**src/rtl/fns_coder_ctrl.sv**
```systemverilog
// rtl/fns_coder_ctrl.sv - sequences NGRP data chunks through a shared 1-cycle coder and assembles the codeword
module fns_coder_ctrl #(
  parameter int DATA_W = 6,
  parameter int CODE_W = 9,
  parameter int NGRP   = 4
) (
  input  logic                     clock,
  input  logic                     reset,
  input  logic                     in_valid,
  output logic                     in_ready,
  input  logic [NGRP*DATA_W-1:0]   in_data,
  input  logic                     cfg_we,
  input  logic [1:0]               cfg_grp,
  input  logic [CODE_W-1:0]        cfg_mask,
  output logic [DATA_W-1:0]        cdr_datain,
  output logic [CODE_W-1:0]        cdr_en_flag,
  input  logic [CODE_W-1:0]        cdr_codeout,
  output logic                     out_valid,
  input  logic                     out_ready,
  output logic [NGRP*CODE_W-1:0]   out_code,
  output logic                     busy
);

  typedef enum logic [1:0] {IDLE, RUN, DRAIN, OUT} state_e;

  state_e                   state_q, state_d;
  logic [1:0]               idx_q, idx_d;
  logic [NGRP*DATA_W-1:0]   data_q;
  logic [NGRP*CODE_W-1:0]   code_q;
  logic [CODE_W-1:0]        mask_q [NGRP];
  logic [CODE_W-1:0]        snap_q [NGRP];
  logic                     accept;
  logic                     cap_en;
  logic [1:0]               cap_slot;

  assign accept = (state_q == IDLE) && in_valid;

  // The coder output lags its input by one cycle, so each capture targets the previous index.
  assign cap_en   = ((state_q == RUN) && (idx_q != 2'd0)) || (state_q == DRAIN);
  assign cap_slot = (state_q == DRAIN) ? 2'(NGRP - 1) : (idx_q - 2'd1);

  always_ff @(posedge clock) begin
    if (reset) begin
      state_q <= IDLE;
      idx_q   <= 2'd0;
    end else begin
      state_q <= state_d;
      idx_q   <= idx_d;
    end
  end

  always_comb begin
    state_d = state_q;
    idx_d   = idx_q;
    case (state_q)
      IDLE: begin
        if (in_valid) begin
          state_d = RUN;
          idx_d   = 2'd0;
        end
      end
      RUN: begin
        idx_d = idx_q + 2'd1;
        if (idx_q == 2'(NGRP - 1)) state_d = DRAIN;
      end
      DRAIN: state_d = OUT;
      OUT: begin
        if (out_ready) state_d = IDLE;
      end
      default: state_d = IDLE;
    endcase
  end

  always_comb begin
    in_ready    = 1'b0;
    out_valid   = 1'b0;
    busy        = (state_q != IDLE);
    cdr_datain  = '0;
    cdr_en_flag = '0;
    out_code    = code_q;
    case (state_q)
      IDLE: in_ready = 1'b1;
      RUN: begin
        cdr_datain  = data_q[idx_q*DATA_W +: DATA_W];
        cdr_en_flag = snap_q[idx_q];
      end
      OUT: out_valid = 1'b1;
      default: ;
    endcase
  end

  // Snapshot reads mask_q before this edge's cfg write lands, so a same-edge write affects the next word only.
  always_ff @(posedge clock) begin
    if (reset) begin
      data_q <= '0;
      code_q <= '0;
      for (int g = 0; g < NGRP; g++) begin
        mask_q[g] <= '1;
        snap_q[g] <= '0;
      end
    end else begin
      if (cfg_we) mask_q[cfg_grp] <= cfg_mask;
      if (accept) begin
        data_q <= in_data;
        for (int g = 0; g < NGRP; g++) snap_q[g] <= mask_q[g];
      end
      if (cap_en) code_q[cap_slot*CODE_W +: CODE_W] <= cdr_codeout;
    end
  end

endmodule

```
**config.mk**
```make
export PLATFORM = sky130hd
export DESIGN_NAME = fns_coder_ctrl
export DESIGN_NICKNAME = d
export VERILOG_FILES = /design/src/rtl/fns_coder_ctrl.sv
export SDC_FILE = /design/constraint.sdc
export NUM_CORES = 1
export LEC_CHECK = 0
export CORE_ASPECT_RATIO = 1.4
export CORE_MARGIN = 2
export CORE_UTILIZATION = 48
export CTS_CLUSTER_SIZE = 24
export DETAILED_ROUTE_END_ITERATION = 16
export PLACE_DENSITY_LB_ADDON = 0.25
export SETUP_SLACK_MARGIN = 0.15
export SYNTH_ARGS = -nofsm -noshare
export SYNTH_HDL_FRONTEND = slang
export SYNTH_SLANG_ARGS = --single-unit
```
**constraint.sdc**
```tcl
create_clock -name clock -period 2.4 [get_ports clock]
set_input_delay 0.36 -clock clock [delete_from_list [all_inputs] [get_ports clock]]
set_output_delay 0.36 -clock clock [all_outputs]
set_load 0.005 [all_outputs]
```
# == Yosys cells after proc, flatten, opt, wreduce, memory -nomap -nowiden ==
# Memory sizes are Yosys's and may differ from the RTL's. A register that Yosys moved wholly into a read port is not among the register bits.
# Cells that the tools add are included.
# word_totals
mem_count,2
register_bits,64
wordCells,64
out_inout_bits,54
ram_bits,72
# classes
n_addsub,3
bitwise_logic,4
shifts,3
muxes,29
eq_ne,7
n_mul,2
n_reduce_logical,10
# mem_list
name,words,word_bits,rd,rd_clocked_by_memory_dff,write_ports,line_no,text
mask_q,4,9,4,0,4,30,logic [CODE_W-1:0] mask_q [NGRP];
snap_q,4,9,1,1,4,31,logic [CODE_W-1:0] snap_q [NGRP];
# ops
op,count
2-to-1 mux 9 bit,6
bitwise mux 36 bit,1
variable shift 9 x 34 -> 36 bit (first input constant),1
variable part select 9 x 34 -> 36 bit,1
negator 6 -> 34 bit,1
variable part select 24 x 6 -> 6 bit,1
2-to-1 mux 2 bit,8
2-to-1 mux 1 bit,11
OR reduction 9 bit,1
case mux 2 bit (4 select lines),1
== test 2 bit (second input constant),3
multiplier 2 x 4 -> 6 bit (second input constant),1
2-to-1 mux 6 bit,1
nonzero test 2 bit,3
multiplier 2 x 2 -> 4 bit (second input constant),1
!= test 2 bit (second input constant),2
OR 1 bit,4
case mux 2 bit (2 select lines),1
AND reduction 3 bit,1
adder 2 x 1 -> 2 bit (second input constant),1
== test 2 x 1 -> 1 bit (second input constant),1
logical AND 1 bit,2
logical NOT 2 bit,1
!= test 2 x 1 -> 1 bit (second input constant),1
other kinds (3),3

# == Longest topological paths before layout ==
# depth
word_depth,6
depth_mapped,10
ltp_nobuf,9

# == Worst setup path before layout ==
# No wires, ideal clock.
# synth_path
path_kind,reg2reg
from,reg state_q[0]
to,"reg code_q[18], in the netlist out_code[18]"
stages_incl_launch_ff,11
setup_ns,0.072
t_required_ns,2.328
arrival_ns,2.121
slack_ns,0.207
path_cell_list,dfxtp_1 inv_1 ha_1 nand2b_1 buf_2 inv_1 ha_1 buf_6 nor4b_4 nand2_1 mux2i_1
# synth_between
elab_chain_len,6
word_cells_on_any_way,10
# synth_lines
element,line_no,text
start: declaration,26,"state_e state_q, state_d;"
start signal: assignment,47,state_q <= state_d;
== test 2 bit,"39, 40",
2-to-1 mux 2 bit,40,assign cap_slot = (state_q == DRAIN) ? 2'(NGRP - 1) : (idx_q - 2'd1);
multiplier 2 x 4 -> 6 bit,107,if (cap_en) code_q[cap_slot*CODE_W +: CODE_W] <= cdr_codeout;
negator 6 -> 34 bit,107,
variable part select 9 x 34 -> 36 bit or variable shift 9 x 34 -> 36 bit (tied branches),107,
bitwise mux 36 bit,107,
end signal: indexed assignment,107,
end: declaration,29,logic [NGRP*CODE_W-1:0] code_q;
# Several ways; a longest one is shown, not always the timed one.
# A chain may end at the register's enable or synchronous reset.

==> flow_metrics.env <==
export IMPL_latest_clock_arrival_within_the_worst_skew_pair_ns=0.41
export IMPL_synth_fp_nets=530
export IMPL_ff_latch_area_um2=3492
export IMPL_grt_antenna_before_repair=0
export IMPL_floorplan_core_area_um2=12310
export IMPL_worstHoldPathCells=2
export IMPL_crit_path_max_incr_delay_ns=0.49
export IMPL_detail_route_vias_per_cell=5.111
export IMPL_met1_length_mm=4.895
export IMPL_swShare=0.2654
export IMPL_synth_avg_cell_area_um2=12.91
export IMPL_worst_path_dominant_cell_family="multiplexers"
export IMPL_cts_htree_levels=4
export IMPL_min_period_ns=2.270
export IMPL_timing_max_cap_violations=0
export IMPL_final_fill_count=929
export IMPL_die_height_um=136.9
export IMPL_synth_top_cells_by_count="77 x sky130_fd_sc_hd__nand2b_1, 72 x sky130_fd_sc_hd__edfxtp_1, 66 x sky130_fd_sc_hd__dfxtp_1"
export IMPL_drt_iter0_drc=181
export IMPL_synth_top_cell_area_share=0.3570
export IMPL_via_count=3879
export IMPL_yosysMostFrequentCell="sky130_fd_sc_hd__nand2b_1"
export IMPL_hold_path_class="reg -> reg"
export IMPL_route_top_layer_used="met4"
export IMPL_switching_power_w=0.001924
export IMPL_regToRegEndpoint="out_code[25]"
export IMPL_cts_buffers_inserted=17
export IMPL_cts_clk_slew_worst_paths_ns=0.06
export IMPL_io_buffer_count=102
export IMPL_timing_max_transition_violations_final=0
export IMPL_edff_count_synth=72
export IMPL_grt_use_total=0.1920
export IMPL_p_leak_nw=3.001
export IMPL_worstSetupPathType="reg -> out"
export IMPL_ff2ff_setup_slack_ns=0.31
export IMPL_worst_path_cell_trace="buf_6 > buf_4 > mux4_2 > and2_4 > dlygate4sd2_1"
export IMPL_dr_wl_met2_mm=6.674
export IMPL_fmax_mhz=440.5
export IMPL_seq_area_frac_synth=0.5752
export IMPL_ios=103
export IMPL_synth_warnings=0
export IMPL_clockPowerShare=0.358
export IMPL_fin_skew_ns=0.008332
export IMPL_post_synthesis_cell_area_um2=6056
export IMPL_max_slew_worst_pin_slew_ns=0.6471
export IMPL_r2r_start="state_q[0]"
export IMPL_clock_sink_count=138
export IMPL_yosys_register_bits=138
export IMPL_gr_total_overflow=0
export IMPL_pre_cts_slack_ns=-0.04667
export IMPL_hold_path_end="out_code[3]"
export IMPL_finalInstanceArea_um2=8058
export IMPL_outcome="complete, no violations"
export IMPL_p_seq_frac=0.415
export IMPL_dp_final_hpwl_mm=8.741
export IMPL_design_die_area_um2=13540
export IMPL_r2r_cells=9
export IMPL_period_share=0.9460
export IMPL_cts_hold_fix_buffers=0
export IMPL_report_final_hold_viol_count=0
export IMPL_start_util=0.4919
export IMPL_routed_wire_length_per_instance_um=16.34
export IMPL_synth_area_leader_cell="sky130_fd_sc_hd__edfxtp_1"
export IMPL_globalplace_congestion=0.8042
export IMPL_critical_path_n_buffers_inverters=3
export IMPL_die_w_um=98.93
export IMPL_grt_pass1_vias=4080
export IMPL_hold_path_startpoint="out_code[3]"
export IMPL_grt_start_max_net_pins=58
export IMPL_detail_route_antenna_nets=0
export IMPL_critPathMaxFanout=5
export IMPL_top_post_synthesis_cells_by_area="sky130_fd_sc_hd__edfxtp_1 36%, sky130_fd_sc_hd__dfxtp_1 22%, sky130_fd_sc_hd__nand2b_1 8.0%"
export IMPL_drive_above_1_share=0.1823
export IMPL_detailedRoute_firstPassIterationCount=4
export IMPL_diodes=0
export IMPL_num_nets_final=657
export IMPL_p_per_area_nw_per_um2=899.5
export IMPL_comb_power_share=0.226
export IMPL_post_synth_inst_count=469
export IMPL_num_rows=48
export IMPL_end_kind="primary output"
export IMPL_post_route_util=0.6545
export IMPL_synth_cell_types=34
export IMPL_tritoncts_clock_tree="yes"
export IMPL_synth_flop_cell="sky130_fd_sc_hd__edfxtp_1"
export IMPL_worstPathArrival_ns=1.91
export IMPL_dp_cells=711
export IMPL_finalSetupViolCount=0
export IMPL_finalNonFillerCells=759
export IMPL_area_delta_synth_final_pct=33.06
export IMPL_clock_root_buffer="sky130_fd_sc_hd__clkbuf_16"
export IMPL_grt_first_pass_wirelength_mm=20.03
export IMPL_finalHoldWorstSlack_ns=0.4705
export IMPL_master_of_the_slowest_instance_on_the_critical_path="sky130_fd_sc_hd__mux4_2"
export IMPL_multi_input_comb_area_um2=2424
export IMPL_vdd_ir_drop_worst_uv=541.0
export IMPL_internal_power_w=0.005324
export IMPL_route_met3_wl_um=570
export IMPL_critical_path_required_ns=2.04
export IMPL_dpl_cell_area_um2=7268
export IMPL_fin_ws_ns=0.1296
export IMPL_routed_wl_mm=12.40
export IMPL_crit_path_start_kind="register"
export IMPL_number_of_drc_violations_after_detailed_routing=0
export IMPL_clk_path_buf_depth=2
export IMPL_slew_headroom=0.5676
export IMPL_rsz_0062_raised_after_global_routing="true"
export IMPL_ys_async_sr_fraction=0
-- through the flow --
stage | power [W] | TNS, ns
2_1_floorplan | 0.004020 | 0
3_3_place_gp | 0.004500 | 0
3_5_place_dp | 0.004566 | -1.590
4_1_cts | 0.007231 | 0
5_1_grt | 0.007576 | 0
6_report | 0.007248 | 0
-- area by class of cell --
class | count | area share
inverters | 9 | 0.004193
clock inverters | 13 | 0.01553
multi-input cells | 293 | 0.3008
flip-flops and latches | 138 | 0.4334
repair buffers | 137 | 0.1638
clock buffers | 19 | 0.05901
well taps | 150 | 0.02329
-- registers in the layout, indices dropped and copies added (netlist names), named ones only --
| register | cells |
|---|---|
| mask_q | 36 |
| out_code | 36 |
| snap_q | 36 |
| data_q | 24 |
| idx_q | 2 |
| state_q | 2 |
-- routing by layer --
metal / vias to the layer above / global-route usage
met1: 1871 / 0.2117
met3: 20 / 0.05618
met2: 82 / 0.3427
met4: 0 / 0.08219
li1: 1906 / -
met5: - / 0
-- power groups by stage --
stage	logic, W	registers (W)	clock network (W)
CTS	0.00160	0.00301	0.00263
global route	0.00180	0.00305	0.00272
detailed placement	0.00152	0.00305	0
global placement	0.00148	0.00302	0
finish	0.00164	0.00301	0.00260
floorplan	0.00102	0.00300	0
-- worst reg2reg max path: cells and delay by family (launching register included) --
kind,cells,cell delay (ns)
buffers and inverters,3,0.41
muxes,1,0.16
adders and majority gates,2,0.62
and+or+nand+nor,3,0.47
DFF,1,0.34
-- cells in the final DEF (no fill, tap or decap), types with 19 or more instances in the layout --
cell                               n
sky130_fd_sc_hd__clkdlybuf4s50_1  87
sky130_fd_sc_hd__nand2b_1         77
sky130_fd_sc_hd__edfxtp_1         72
sky130_fd_sc_hd__dfxtp_1          61
sky130_fd_sc_hd__and2_1           44
sky130_fd_sc_hd__mux2i_1          38
sky130_fd_sc_hd__buf_4            28
sky130_fd_sc_hd__a22o_1           24
sky130_fd_sc_hd__nand2_1          21
sky130_fd_sc_hd__clkbuf_16        19
-- cells by family after synthesis --
| group | share of synthesized area |
|---|---|
| adder cells (fa/ha/maj) | 0.02479 |
| AND/OR/NAND/NOR | 0.2014 |
| multiplexers | 0.1186 |
| buffers and inverters | 0.03264 |
| AO/OA/AOI/OAI | 0.04731 |
| flip-flops | 0.5752 |
-- worst max path at each step --
stage / from / end / slack (ns) / depth (start not counted)
6_report: register / cdr_en_flag[8] / 0.13 / 5
3_3_place_gp: in_valid / snap_q[2][5] / 0.03 / 5
3_5_place_dp: in_valid / snap_q[1][4] / -0.05 / 5
4_1_cts: idx_q[1] / cdr_datain[2] / 0.04 / 4
2_1_floorplan: state_q[0] / out_code[18] / 0.21 / 10
5_1_grt: register / cdr_en_flag[4] / 0.08 / 5
-- repair_timing --
item | in CTS | in global routing
pin swaps | 1 | 1
resized for setup | 23 | 27
hold endpoints to repair | 0 | 0
cloned | 1 | 0
buffers inserted | 10 | 5
setup endpoints to repair | 60 | 59
No activity file was read; power rests on OpenSTA's default activity.
